## src/rtl/fp_div_issue.sv

```systemverilog
// fp_div_issue
// ------------
// Operand staging and issue controller placed directly in front of the fp_div
// core. Incoming dividend/divisor pairs are buffered in a small FIFO. One
// division at a time is issued with a single-cycle start pulse, and the
// operands are held steady until the core reports done. The quotient and the
// flags are then captured into a valid/ready output register. A watchdog
// bounds each operation: if the core stays silent for TIMEOUT cycles, a quiet
// NaN with the exception flag is produced and a sticky error is raised.
//
// Ports
//   clk, rst                 clock (rising edge), async active-low reset
//   in_valid/in_ready        operand push handshake (in_ready = FIFO not full)
//   in_a, in_b               dividend, divisor
//   core_start               one-cycle start pulse to the core
//   core_op_a, core_op_b     registered operands, stable while in flight
//   core_done, core_res      done pulse and quotient from the core
//   core_overflow/underflow/exception  core flags, valid with core_done
//   out_valid/out_ready      result handshake
//   out_res, out_flags       quotient and {overflow, underflow, exception}
//   busy                     FIFO non-empty, operation in flight, or result held
//   timeout_err              sticky watchdog-expiry indicator
//   state_dbg                1 while an operation is in flight (FSM in WAIT)
//
// Handshake rule for both sides: a transfer happens on a rising edge where
// valid and ready are both 1. The source holds its data steady while valid=1
// and ready=0, and ready never depends on valid.
module fp_div_issue #(
  parameter int DATA_W  = 32,
  parameter int DEPTH   = 4,
  parameter int TIMEOUT = 64
) (
  input  logic              clk,
  input  logic              rst,
  input  logic              in_valid,
  output logic              in_ready,
  input  logic [DATA_W-1:0] in_a,
  input  logic [DATA_W-1:0] in_b,
  output logic              core_start,
  output logic [DATA_W-1:0] core_op_a,
  output logic [DATA_W-1:0] core_op_b,
  input  logic              core_done,
  input  logic [DATA_W-1:0] core_res,
  input  logic              core_overflow,
  input  logic              core_underflow,
  input  logic              core_exception,
  output logic              out_valid,
  input  logic              out_ready,
  output logic [DATA_W-1:0] out_res,
  output logic [2:0]        out_flags,
  output logic              busy,
  output logic              timeout_err,
  output logic              state_dbg
);

  localparam int AW = (DEPTH > 1) ? $clog2(DEPTH) : 1;
  localparam int TW = $clog2(TIMEOUT + 1);
  localparam logic [TW-1:0]     TMAX     = TW'(TIMEOUT);
  localparam logic [AW:0]       FULL_CNT = (AW + 1)'(DEPTH);
  // Quiet NaN reported when the watchdog expires.
  localparam logic [DATA_W-1:0] QNAN     = DATA_W'(32'h7FC0_0000);

  typedef enum logic {
    IDLE = 1'b0,
    WAIT = 1'b1
  } state_t;

  state_t state_q, state_d;

  logic [DATA_W-1:0] fifo_a [DEPTH];
  logic [DATA_W-1:0] fifo_b [DEPTH];
  logic [AW-1:0]     wr_ptr, rd_ptr;
  logic [AW:0]       count;
  logic [TW-1:0]     timer_q;

  logic push, issue, done_ev, expire_ev;

  assign in_ready = (count != FULL_CNT);
  assign push     = in_valid && in_ready;

  // Issue only from IDLE and only from a registered FIFO entry (no bypass).
  // The output slot must be free, or be emptied by a handshake this cycle.
  assign issue = (state_q == IDLE) && (count != '0) && (!out_valid || out_ready);

  // core_done takes priority over an expiry in the same cycle.
  assign done_ev   = (state_q == WAIT) && core_done;
  assign expire_ev = (state_q == WAIT) && !core_done && (timer_q == TMAX);

  assign busy      = (count != '0) || (state_q != IDLE) || out_valid;
  assign state_dbg = (state_q == WAIT);

  // FIFO storage needs no reset: entries are only read after being written.
  always_ff @(posedge clk) begin
    if (push) begin
      fifo_a[wr_ptr] <= in_a;
      fifo_b[wr_ptr] <= in_b;
    end
  end

  always_ff @(posedge clk or negedge rst) begin
    if (!rst) begin
      wr_ptr <= '0;
      rd_ptr <= '0;
      count  <= '0;
    end else begin
      if (push)  wr_ptr <= wr_ptr + 1'b1;
      if (issue) rd_ptr <= rd_ptr + 1'b1;
      case ({push, issue})
        2'b10:   count <= count + 1'b1;
        2'b01:   count <= count - 1'b1;
        default: count <= count;
      endcase
    end
  end

  // FSM state register
  always_ff @(posedge clk or negedge rst) begin
    if (!rst) state_q <= IDLE;
    else      state_q <= state_d;
  end

  // FSM next state
  always_comb begin
    state_d = state_q;
    case (state_q)
      IDLE:    if (issue) state_d = WAIT;
      WAIT:    if (core_done || (timer_q == TMAX)) state_d = IDLE;
      default: state_d = IDLE;
    endcase
  end

  // Issue path: operands, start pulse and watchdog timer. The timer counts
  // WAIT cycles since the start pulse and saturates at TIMEOUT.
  always_ff @(posedge clk or negedge rst) begin
    if (!rst) begin
      core_start <= 1'b0;
      core_op_a  <= '0;
      core_op_b  <= '0;
      timer_q    <= '0;
    end else begin
      core_start <= issue;
      if (issue) begin
        core_op_a <= fifo_a[rd_ptr];
        core_op_b <= fifo_b[rd_ptr];
        timer_q   <= '0;
      end else if ((state_q == WAIT) && (timer_q != TMAX)) begin
        timer_q <= timer_q + 1'b1;
      end
    end
  end

  // Result register. A load can never coincide with a handshake: a new
  // operation is only issued once the register is empty or being emptied.
  always_ff @(posedge clk or negedge rst) begin
    if (!rst) begin
      out_valid   <= 1'b0;
      out_res     <= '0;
      out_flags   <= 3'b000;
      timeout_err <= 1'b0;
    end else if (done_ev) begin
      out_valid <= 1'b1;
      out_res   <= core_res;
      out_flags <= {core_overflow, core_underflow, core_exception};
    end else if (expire_ev) begin
      out_valid   <= 1'b1;
      out_res     <= QNAN;
      out_flags   <= 3'b001;
      timeout_err <= 1'b1;
    end else if (out_valid && out_ready) begin
      out_valid <= 1'b0;
    end
  end

endmodule
```

## config.mk

```make
export PLATFORM = sky130hd
export DESIGN_NAME = fp_div_issue
export DESIGN_NICKNAME = d
export VERILOG_FILES = /design/src/rtl/fp_div_issue.sv
export SDC_FILE = /design/constraint.sdc
export NUM_CORES = 1
export LEC_CHECK = 0
export ABC_AREA = 1
export BUFFER_PORTS_ARGS = -buffer_cell sky130_fd_sc_hd__buf_4
export CORE_MARGIN = 3
export CORE_UTILIZATION = 40
export CTS_BUF_LIST = sky130_fd_sc_hd__clkbuf_4 sky130_fd_sc_hd__clkbuf_8
export DETAILED_ROUTE_END_ITERATION = 12
export PLACE_DENSITY = 0.62
export SLEW_MARGIN = 30
export SYNTH_ARGS = -nofsm -noshare
export SYNTH_HDL_FRONTEND = slang
export SYNTH_SLANG_ARGS = --single-unit
export TNS_END_PERCENT = 10
```

## constraint.sdc

```tcl
create_clock -name clk -period 8.9 [get_ports clk]
set_input_delay 0 -clock clk [delete_from_list [all_inputs] [get_ports clk]]
set_output_delay 0 -clock clk [all_outputs]
set_load 0.01 [all_outputs]
```

==> results.yml <==
critical_path:
  cp_max_fo: 77
  cp-end-kind: "flop"
  cp_slowest_cell: "dfrtp_4"
  cp.depth: 6
  crit_top_cell: "nand2_1"
  worstSetupStartpoint: "rd_ptr[0]"
  worst_ep_required_time_ps: 9380
  r2r_start: "rd_ptr[0]"
  crit_family: "buffers and inverters"
  cp.arrival_ps: 3330
  path_cells: "clkinv_2 -> buf_4 -> o21ai_0 -> o21ai_1 -> nand2_1 -> nand2_1"
  crit_type: "flop to flop"
  worstSetupEndpoint: "core_op_b[3]"
  path_buf_inv: 2
  regToRegSetupSlack_ps: 6050
  r2r_cells: 6
  start_kind: "flop"
  cpPeakStageDelay_ps: 850
  r2r-end: "core_op_b[3]"
yosys:
  synth.avg_cell_area_um2: 11.69
  yosysUniqueCellTypes: 27
  synth_seq_cells: 373
  synth_warnings: 0
  synth.area.top_cells: "edfxtp_1 53%, dfrtp_1 20%, nand2_1 7.7%"
  ys_top_cells_by_count: "294 x nand2_1, 256 x edfxtp_1, 223 x nor2_1, 166 x o21ai_0, 117 x dfrtp_1"
  synth_edf_count: 256
  synthCells: 1231
  synthMuxAreaShare: 0
  synth_top_area_cell: "edfxtp_1"
  synth-async-reset-ratio: 0.3137
  synth-xor-area-share: 0.003043
  synth_nets: 1343
  yosysMostFrequentCell: "nand2_1"
  synth_top_family_by_area: "simple AND/OR/NAND/NOR gates"
  ys_seq_area_frac: 0.7377
  synth_compound_area_frac: 0.07304
  yosysTopAreaCellShare: 0.5342
  synth_simple_gate_area_share: 0.1466
  ys.flop_type: "edfxtp_1"
  synth-adder-area-share: 0.007478
  synth_area_um2: 14390
finish:
  drive_above_1_share: 0.2146
  final_area_um2: 18720
  nets: 1664
  syn2layout_area_growth_pct: 30.10
global_route:
  grt_antenna_before_repair: 2
  grt_pass1_vias: 10066
  grt_use_met1: 0.2458
  grt_overflow_total: 0
  grt_max_degree: 78
  use_met2: 0.2978
  use_met3: 0.03349
  busiest_layer: "met2"
  track_usage: 0.1786
  grt_pass1_wl_mm: 55.12
clocking:
  cts-resized-gates: 0
  cts.clk_slew.worst_paths_ps: 60
  cts_buffers: 60
  cts_htree_levels: 2
  cts_buffer_depth: 3
  cts_tree: "yes"
  clkLatencyLatePin_ps: 600
  post_cts_buffers: 0
  cts_num_sinks: 373
  cts-root-buf: "clkbuf_8"
die:
  die_area_um2: 38290
  start_util: 0.4115
  fp.dieW_um: 195.7
  core_area_um2: 34970
  rows: 68
  ios: 209
  die_h_um: 195.7
timing:
  finalCritPeriodShare: 0.3206
  finalCriticalPeriod_ps: 2854
  fin_ws_ps: 6046
  worst_slew_margin_rel: 0.3777
  fin_tns_setup_ps: 0
  grt_setup_unrepaired: "no"
  fmax_mhz: 350.4
  slew_viol_final: 0
  tightestPinTransition_ps: 933.4
  fin_skew_ps: 28.24
  setup_viol: 0
  finalHoldViolations: 0
placement:
  gp_congestion: 0.7537
  placed_area_um2: 16330
  dpl.hpwl_mm: 19.54
  place_ws_ps: 6016
  io_buffers: 208
power:
  p_leak_nw: 7.742
  powerDensity_nw_per_um2: 333.2
  ir_drop_mv: 0.1756
run_status:
  status: "finished clean"
detailed_routing:
  antenna_left: 0
  drcViolationCount: 0
  initialDrtViolationCount: 562
  vias: 9854
  wirelength_mm: 34.49
  firstDrtPassIters: 5
  detail_route.wl_per_cell_um: 16.74
  drt-vias-per-instance: 4.783
run:
  drv_cap: 0
min_path:
  hp-class: "input port to flop"
## per-layer routing
metal	routed length [µm]	vias up
li1	-	4818
met1	15970	4748
met2	16290	249
met3	1782	39
met4	444	0
met5	0	-
## worst reg2reg max path: cells and delay by family (launching register included)
kind | cells | cell delay [ps]
simple gates | 2 | 120
compound gates | 2 | 440
flops | 1 | 850
buf+inv | 2 | 1330
## registers in the layout (all words and copies together) (netlist names)
register,flops
out_valid,1
rd_ptr,2
core_op_a,32
fifo_a,128
timer_q,7
timeout_err,1
out_res,32
core_start,1
fifo_b,128
count,3
core_op_b,32
state_dbg,1
out_flags,3
wr_ptr,2
## placed cells by master, fill, tap and decap left out
cell             n
nand3_1         12
clkbuf_4        17
nand3_4          1
buf_6            2
nor2_4           7
dfrtp_1        116
inv_2            1
inv_4            2
clkinvlp_4       2
inv_6            1
ha_1             7
o21ai_0        166
xnor2_1          1
nand4_1          4
and2_4           1
inv_1           23
bufinv_16        1
a21oi_1          2
dfrtp_4          1
o21ai_1         42
buf_16           1
buf_4          215
nand2_1        294
nor2_1         219
dlygate4sd3_1  104
xor2_1           4
clkinv_2         8
fa_1             1
buf_12           3
clkbuf_8        77
nand2_2          3
nand4_2          1
clkinv_1         8
edfxtp_1       256
diode_2          2
## final cells by class
type | instances | area [µm²]
Clock inverter | 19 | 118.9
Inverter | 27 | 107.6
Multi-Input combinational cell | 765 | 3349
Timing Repair Buffer | 325 | 2765
Sequential cell | 373 | 10620
Clock buffer | 94 | 1187
Fill cell | 3020 | 16250
Tap cell | 455 | 569.3
Antenna cell | 2 | 5.005
## worst min-delay path by stage
| stage | to | cells after the start | start |
|---|---|---|---|
| 2_1_floorplan | core_op_a[0] | 0 | rst |
| 3_3_place_gp | core_op_b[4] | 1 | rst |
| 3_5_place_dp | core_op_b[25] | 1 | rst |
| 4_1_cts | wr_ptr[0] | 3 | in_valid |
| 5_1_grt | fifo_a[0][20] | 2 | in_a[20] |
| 6_report | fifo_a[0][18] | 2 | in_a[18] |
## logic make-up (layout without fill, tap and decap cells)
group | count (synthesis) | in the layout
simple gates | 542 | 542
compound gates | 210 | 210
fa+ha+maj | 8 | 8
flops | 373 | 373
other cells | 0 | 2
buf+inv | 93 | 465
xor+xnor | 5 | 5
## repair_timing
item                                   CTS  global route
setup endpoints to repair                0             0
hold buffers                           105             0
endpoints found under the hold margin  349             0
## report_power, final
part / switching [mW] / internal (mW)
clock: 0.659 / 0.877
combinational: 1.30 / 0.770
sequential: 0.251 / 2.38
total: 2.21 / 4.03
## per-stage QoR
stage          hold WS (ps)  power (mW)  std cells  utilization
5_1_grt               120.6       6.697       2060       0.5354
2_1_floorplan        -295.6       3.896       1231            -
6_report              144.0       6.238       2060       0.5354
4_1_cts               106.9       6.318       2057       0.5346
3_5_place_dp          39.50       4.724       1839       0.4669
3_3_place_gp          34.79       4.672       1837       0.4655
(Power assumes the default switching activity.)
